File: config.mk
export PLATFORM = sky130hd
export DESIGN_NAME = decode_sequencer
export DESIGN_NICKNAME = d
export VERILOG_FILES = /design/src/rtl/decode_sequencer.sv
export SDC_FILE = /design/constraint.sdc
export NUM_CORES = 1
export LEC_CHECK = 0
export CORE_UTILIZATION = 39
export CTS_BUF_LIST = sky130_fd_sc_hd__clkbuf_4 sky130_fd_sc_hd__clkbuf_8 sky130_fd_sc_hd__clkbuf_16
export DETAILED_ROUTE_END_ITERATION = 10
export DONT_BUFFER_PORTS = 1
export PLACE_DENSITY = 0.56
export SYNTH_ARGS = -nofsm -noshare
export SYNTH_HDL_FRONTEND = slang
export SYNTH_SLANG_ARGS = --single-unit
File: constraint.sdc
create_clock -name clk -period 9.5 [get_ports clk]
set_clock_uncertainty 0.15 [all_clocks]
set_input_delay 1.9 -clock clk [delete_from_list [all_inputs] [get_ports clk]]
set_output_delay 1.9 -clock clk [all_outputs]
set_load 0.01 [all_outputs]
File: src/rtl/decode_sequencer.sv
// Decode sequencer: splits each fetch word into two instructions and hands them
// to the decoder in address order, stopping at the first all-zero instruction.
module decode_sequencer #(
    parameter int BUS_DATA_WIDTH = 64,
    parameter int COUNT_WIDTH    = 32
) (
    input  logic                        clk,
    input  logic                        reset,
    input  logic                        start,
    input  logic [63:0]                 entry_pc,
    input  logic                        flush,
    input  logic [63:0]                 flush_pc,
    input  logic                        in_valid,
    input  logic [BUS_DATA_WIDTH-1:0]   in_data,
    output logic                        in_ready,
    output logic                        inst_valid,
    output logic [BUS_DATA_WIDTH/2-1:0] inst,
    output logic [63:0]                 inst_pc,
    input  logic                        inst_ready,
    output logic                        halted,
    output logic [COUNT_WIDTH-1:0]      inst_count
);

    localparam int IW = BUS_DATA_WIDTH / 2;

    typedef enum logic [2:0] {
        IDLE,
        WAIT_WORD,
        ISSUE_LO,
        ISSUE_HI,
        HALT
    } state_t;

    state_t                    state;
    logic [63:0]               pc;
    logic [BUS_DATA_WIDTH-1:0] word_buf;

    logic [IW-1:0]          buf_lo;
    logic [IW-1:0]          buf_hi;
    logic [IW-1:0]          in_lo;
    logic [IW-1:0]          in_hi;
    logic [63:0]            entry_aligned;
    logic [63:0]            flush_aligned;
    logic [COUNT_WIDTH-1:0] count_inc;
    logic                   unused_pc_low_bits;

    assign buf_lo        = word_buf[IW-1:0];
    assign buf_hi        = word_buf[BUS_DATA_WIDTH-1:IW];
    assign in_lo         = in_data[IW-1:0];
    assign in_hi         = in_data[BUS_DATA_WIDTH-1:IW];
    assign entry_aligned = {entry_pc[63:2], 2'b00};
    assign flush_aligned = {flush_pc[63:2], 2'b00};
    assign count_inc     = (inst_count == '1) ? inst_count : inst_count + 1'b1;

    // Addresses are always instruction aligned; the low two request bits are dropped.
    assign unused_pc_low_bits = ^{entry_pc[1:0], flush_pc[1:0]};

    assign inst_pc = pc;
    assign inst    = (state == ISSUE_HI) ? buf_hi : buf_lo;

    always_ff @(posedge clk or posedge reset) begin
        if (reset) begin
            // NOTE: the word buffer is reset with the control state so a word
            // discarded by reset can never reappear on inst after restart.
            state      <= IDLE;
            pc         <= '0;
            word_buf   <= '0;
            inst_count <= '0;
            halted     <= 1'b0;
            in_ready   <= 1'b0;
            inst_valid <= 1'b0;
        end else begin
            // NOTE: non-blocking only, so every branch sees pre-edge values of
            // pc, inst_valid and inst_count regardless of statement order.
            case (state)
                IDLE, HALT: begin
                    if (start) begin
                        state      <= WAIT_WORD;
                        pc         <= entry_aligned;
                        inst_count <= '0;
                        halted     <= 1'b0;
                        in_ready   <= 1'b1;
                    end
                end

                WAIT_WORD: begin
                    if (flush) begin
                        pc       <= flush_aligned;
                        word_buf <= '0;
                    end else if (in_valid) begin
                        word_buf <= in_data;
                        in_ready <= 1'b0;
                        // A misaligned pc points at the high slot; the low one is skipped.
                        if (pc[2]) begin
                            state      <= ISSUE_HI;
                            inst_valid <= |in_hi;
                        end else begin
                            state      <= ISSUE_LO;
                            inst_valid <= |in_lo;
                        end
                    end
                end

                ISSUE_LO, ISSUE_HI: begin
                    if (flush) begin
                        state      <= WAIT_WORD;
                        pc         <= flush_aligned;
                        word_buf   <= '0;
                        inst_valid <= 1'b0;
                        in_ready   <= 1'b1;
                    end else if (!inst_valid) begin
                        // Slot is zero: stop with pc still pointing at it.
                        state  <= HALT;
                        halted <= 1'b1;
                    end else if (inst_ready) begin
                        pc         <= pc + 64'd4;
                        inst_count <= count_inc;
                        if (state == ISSUE_LO) begin
                            state      <= ISSUE_HI;
                            inst_valid <= |buf_hi;
                        end else begin
                            state      <= WAIT_WORD;
                            inst_valid <= 1'b0;
                            in_ready   <= 1'b1;
                        end
                    end
                end

                default: begin
                    state      <= IDLE;
                    inst_valid <= 1'b0;
                    in_ready   <= 1'b0;
                end
            endcase
        end
    end

endmodule

# ---- Word level (Yosys, flattened, before mapping)
# Index checks and enable logic that the tools add are counted.
dict set report op_classes {
  add_sub_neg 2
  n_eq_ne 20
  muxes 46
  bitwise 1
  reduce_logical 16
}
# op count
set op_table {}
lappend op_table {{64-bit two-way mux} 8}
lappend op_table {{32-bit two-way mux} 6}
lappend op_table {{64-bit one-hot mux with 3 select lines} 1}
lappend op_table {{64-bit one-hot mux with 2 select lines} 1}
lappend op_table {{32-bit OR reduction} 3}
lappend op_table {{64-bit by 3-bit adder with 64-bit output, second input constant} 1}
lappend op_table {{32-bit one-hot mux with 2 select lines} 1}
lappend op_table {{32-bit by 1-bit adder with 32-bit output, second input constant} 1}
lappend op_table {{32-bit == test, second input constant} 1}
lappend op_table {{2-bit != test, second input constant} 10}
lappend op_table {{1-bit two-way mux} 18}
lappend op_table {{3-bit two-way mux} 6}
lappend op_table {{3-bit != test, second input constant} 4}
lappend op_table {{6-bit AND reduction} 2}
lappend op_table {{3-bit one-hot mux with 3 select lines} 1}
lappend op_table {{4-bit AND reduction} 2}
lappend op_table {{3-bit by 2-bit == test with 1-bit output, second input constant} 2}
lappend op_table {{1-bit one-hot mux with 3 select lines} 2}
lappend op_table {{3-bit AND reduction} 2}
lappend op_table {{5-bit AND reduction} 1}
lappend op_table {{4-bit != test, second input constant} 1}
lappend op_table {{2-bit nonzero test} 2}
lappend op_table {{2-bit OR reduction} 2}
lappend op_table {{3-bit by 1-bit == test with 1-bit output, second input constant} 1}
lappend op_table {{other kinds (6)} 6}
dict set report totals {
  regBits 166
  input_bits 198
  out_inout_bits 131
  word_cells 92
}

# ---- Longest topological paths before layout
dict set report depth {
  ltp_word 6
  ltp_mapped 10
}

# ---- Worst setup path after synthesis
# Ideal clock, no wire load.
dict set report synth_timing {
  path_type {input to register}
  startpoint {input start}
  endpoint {register pc[58], in the netlist inst_pc[58]}
  setup_ns 0.139
  arrival_ns 3.409
  required_ns 9.211
  path_slack_ns 5.802
  path_stages 7
  path_buffers 2
  path_cell_list {or3b_1 buf_6 o221a_4 buf_6 or4_4 o211ai_2 o311ai_2}
}
dict set report synth_via {
  elab_chain_len 2
}
# element line_no
set synth_lines {}
lappend synth_lines {{from (decl)} 9} ;# input logic start,
lappend synth_lines {{2-bit != test (no source line)} -}
lappend synth_lines {{5-bit AND reduction (no source line)} -}
lappend synth_lines {{to (signal assigned)} 79} ;# pc <= entry_aligned;
lappend synth_lines {{to (signal assigned)} 88} ;# pc <= flush_aligned;
lappend synth_lines {{to (signal assigned)} 107} ;# pc <= flush_aligned;
lappend synth_lines {{to (decl)} 35} ;# logic [63:0] pc;
# No other way between the ends.
# A chain may end at the register's enable or synchronous reset.

# ---- Worst setup path after layout
dict set report layout_timing {
  startpoint {register state[1]}
  endpoint {output inst[29]}
}
dict set report layout_via {
  elab_chain_len 2
}
# element line_no
set layout_lines {}
lappend layout_lines {{from (decl)} 34} ;# state_t state;
lappend layout_lines {{from (signal assigned)} 65} ;# state <= IDLE;
lappend layout_lines {{from (signal assigned)} 78} ;# state <= WAIT_WORD;
lappend layout_lines {{from (signal assigned)} 95} ;# state <= ISSUE_HI;
lappend layout_lines {{3-bit by 2-bit == test with 1-bit output} 59} ;# assign inst = (state == ISSUE_HI) ? buf_hi : buf_lo;
lappend layout_lines {{32-bit two-way mux} 59}
lappend layout_lines {{to (decl)} 17} ;# output logic [BUS_DATA_WIDTH/2-1:0] inst,
# No other way between the ends.

==> flow_summary.json <==
{
  "synthesis.area_mm2": 0.00995,
  "slew_headroom": 0.306,
  "hold_depth": 2,
  "diodes": 0,
  "die_h_um": 162,
  "criticalPathCategory": "register to primary output",
  "r2r-start": "inst_pc[2]",
  "drtIter0Drc": 754,
  "fmax_mhz": 217,
  "startpoint_type": "register",
  "cts.sinks": 164,
  "gp_congestion": 0.855,
  "ant_nets": 0,
  "die_area_mm2": 0.0261,
  "yosysMostFrequentCell": "nand2_1",
  "ys_seq_area_frac": 0.413,
  "path_clk_slew_ns": 0.08,
  "grt_pass1_vias": 8544,
  "hpwl_um": 22100,
  "ctsHtreeMaxLevel": 4,
  "synth_edf_count": 0,
  "grt-ovfl-total": 0,
  "synth_cell_types": 82,
  "hold_viol_final": 0,
  "synthFlopType": "dfrtp_1",
  "yosys.area_share.adder": 0.00252,
  "die_x_um": 162,
  "status": "complete, no violations",
  "grt_max_degree": 129,
  "clock_latency_ns": 0.44,
  "hold_ws_ns": 0.334,
  "synth-xor-area-share": 0.00440,
  "setup_tns_ns": 0,
  "cts_buffers": 17,
  "syn-instance-count": 1162,
  "powerDensity_mw_per_mm2": 334,
  "synth_top_area_cell": "dfrtp_1",
  "initial_utilization": 0.396,
  "worstPathMaxFanout": 32,
  "wl_per_cell_um": 21.9,
  "end_kind": "primary output",
  "io_buffer_count": 0,
  "post-route-min-period_ns": 4.61,
  "r2r_slack_ns": 6.18,
  "synth-seq-cells": 164,
  "layout-drive-gt1-share": 0.0952,
  "yosys_warnings": 0,
  "ioPinCount": 329,
  "worstReg2RegEnd": "inst_pc[36]",
  "ys_async_sr_fraction": 1.00,
  "yosys.area_share.simple": 0.256,
  "num_vias": 9103,
  "irDropWorstVdd_mv": 0.157,
  "clk_path_buf_depth": 2,
  "row_count": 58,
  "drc": 0,
  "synthMuxAreaShare": 0.0416,
  "hold_path.class": "register to register",
  "synth_top_family_by_area": "simple AND/OR/NAND/NOR gates",
  "wl_um": 31900,
  "crit_arrival_ns": 2.56,
  "hold_path_end": "word_buf[30]",
  "root_buffer": "clkbuf_16",
  "fin_nets": 1311,
  "worstPathRequired_ns": 7.45,
  "synth_area_leaders": "dfrtp_1, nand2_1, o21ai_0",
  "maxCapViolCount": 0,
  "maxSlewViolCount": 0,
  "yosys.area.top_type_share": 0.413,
  "synth_compound_area_frac": 0.239,
  "first_pass_iters": 7,
  "postSynthAreaPerCell_um2": 8.56,
  "static-leakage-power_nw": 4.15,
  "viasPerCell": 6.26,
  "grt_pass1_wl_um": 49500,
  "total_power_mw": 3.59,
  "antenna_found_initial": 0,
  "cts_tree": "done",
  "grt_usage": 0.242,
  "area_growth_pct": 8.20,
  "rsz0062_at_grt": "no",
  "finalCritPeriodShare": 0.485,
  "hold_buffers": 0,
  "hold_start": "word_buf[30]",
  "synth_common_cells": "nand2_1, dfrtp_1, o21ai_0",
  "tightest_slew_ns": 1.04,
  "post_cts_resized": 0,
  "r2r_cells": 6,
  "coreArea_mm2": 0.0251,
  "post_cts_buffers": 0,
  "setup_violations": 0
}
-- how the worst max path moves through the flow --
stage | endpoint | start
2_1_floorplan | halted | reset
3_3_place_gp | inst_pc[35] | start
3_5_place_dp | inst_pc[35] | start
4_1_cts | inst[28] | state[1]
5_1_grt | inst[29] | state[1]
6_report | inst[29] | state[1]
-- cell families (layout without fill, tap and decap cells) --
family,Yosys count,in the layout
AND/OR/NAND/NOR,494,494
AO/OA/AOI/OAI,357,357
flip-flops,164,164
buffers and inverters,102,63
multiplexers,37,37
XOR/XNOR,5,5
adder cells (fa/ha/maj),2,2
other,1,2
-- sequential cells by signal (all words and copies together), names as in the netlist --
signal / flops
word_buf: 64
inst_pc: 62
inst_count: 32
state: 3
halted: 1
in_ready: 1
inst_valid: 1
-- cells in the final DEF, fill, tap and decap left out, types with 6 or more instances in the layout --
cell type / count
dfrtp_1: 164
and3_1: 19
nand2_1: 195
a21oi_1: 44
nand4_1: 42
o21ai_0: 143
nor2_1: 54
nor4_1: 41
a31oi_1: 15
inv_1: 18
and2_1: 6
and4_1: 7
mux2_2: 35
a32oi_1: 6
buf_4: 11
or3_1: 24
or4_1: 16
a22o_1: 21
nand3_1: 35
clkbuf_16: 17
o31ai_1: 10
a221oi_1: 13
nor3_1: 19
a22oi_1: 23
o31a_1: 9
o22ai_1: 6
a222oi_1: 9
o211ai_1: 9
-- where the power goes --
part           internal, mW  switching, mW  total (mW)
clock                 0.363          0.372       0.736
combinational         0.540          0.892        1.43
sequential            0.967          0.457        1.42
-- area by class of cell --
class / count / area, µm²
Multi-Input combinational cell: 897 / 5470
Clock inverter: 15 / 193
Clock buffer: 17 / 425
Tap cell: 330 / 413
Sequential cell: 164 / 4100
Inverter: 20 / 80.1
Timing Repair Buffer: 11 / 82.6
Fill cell: 2549 / 14300
-- worst max-delay path, cell delays in order (launching register included) --
cell	delay, ns
dfrtp_1	0.66
inv_1	0.21
nor2_1	0.43
nand2_1	0.11
buf_4	0.30
mux2_2	0.39
-- metrics by stage --
stage,std cells,cell area (µm²),worst slack (ns),util
after floorplan,1163,9950,3.02,-
after global placement,1422,10100,5.22,0.404
after detailed placement,1422,10100,5.18,0.404
after CTS,1454,10800,4.90,0.429
after global routing,1454,10800,4.75,0.429
final,1454,10800,4.89,0.429
-- layer usage --
metal	vias up	GRT usage	share of wire
met5	-	0	0
met4	0	0.0579	0.013
met3	27	0.0746	0.083
met2	325	0.373	0.46
met1	4426	0.330	0.45
li1	4325	-	-
(Power assumes the default switching activity.)
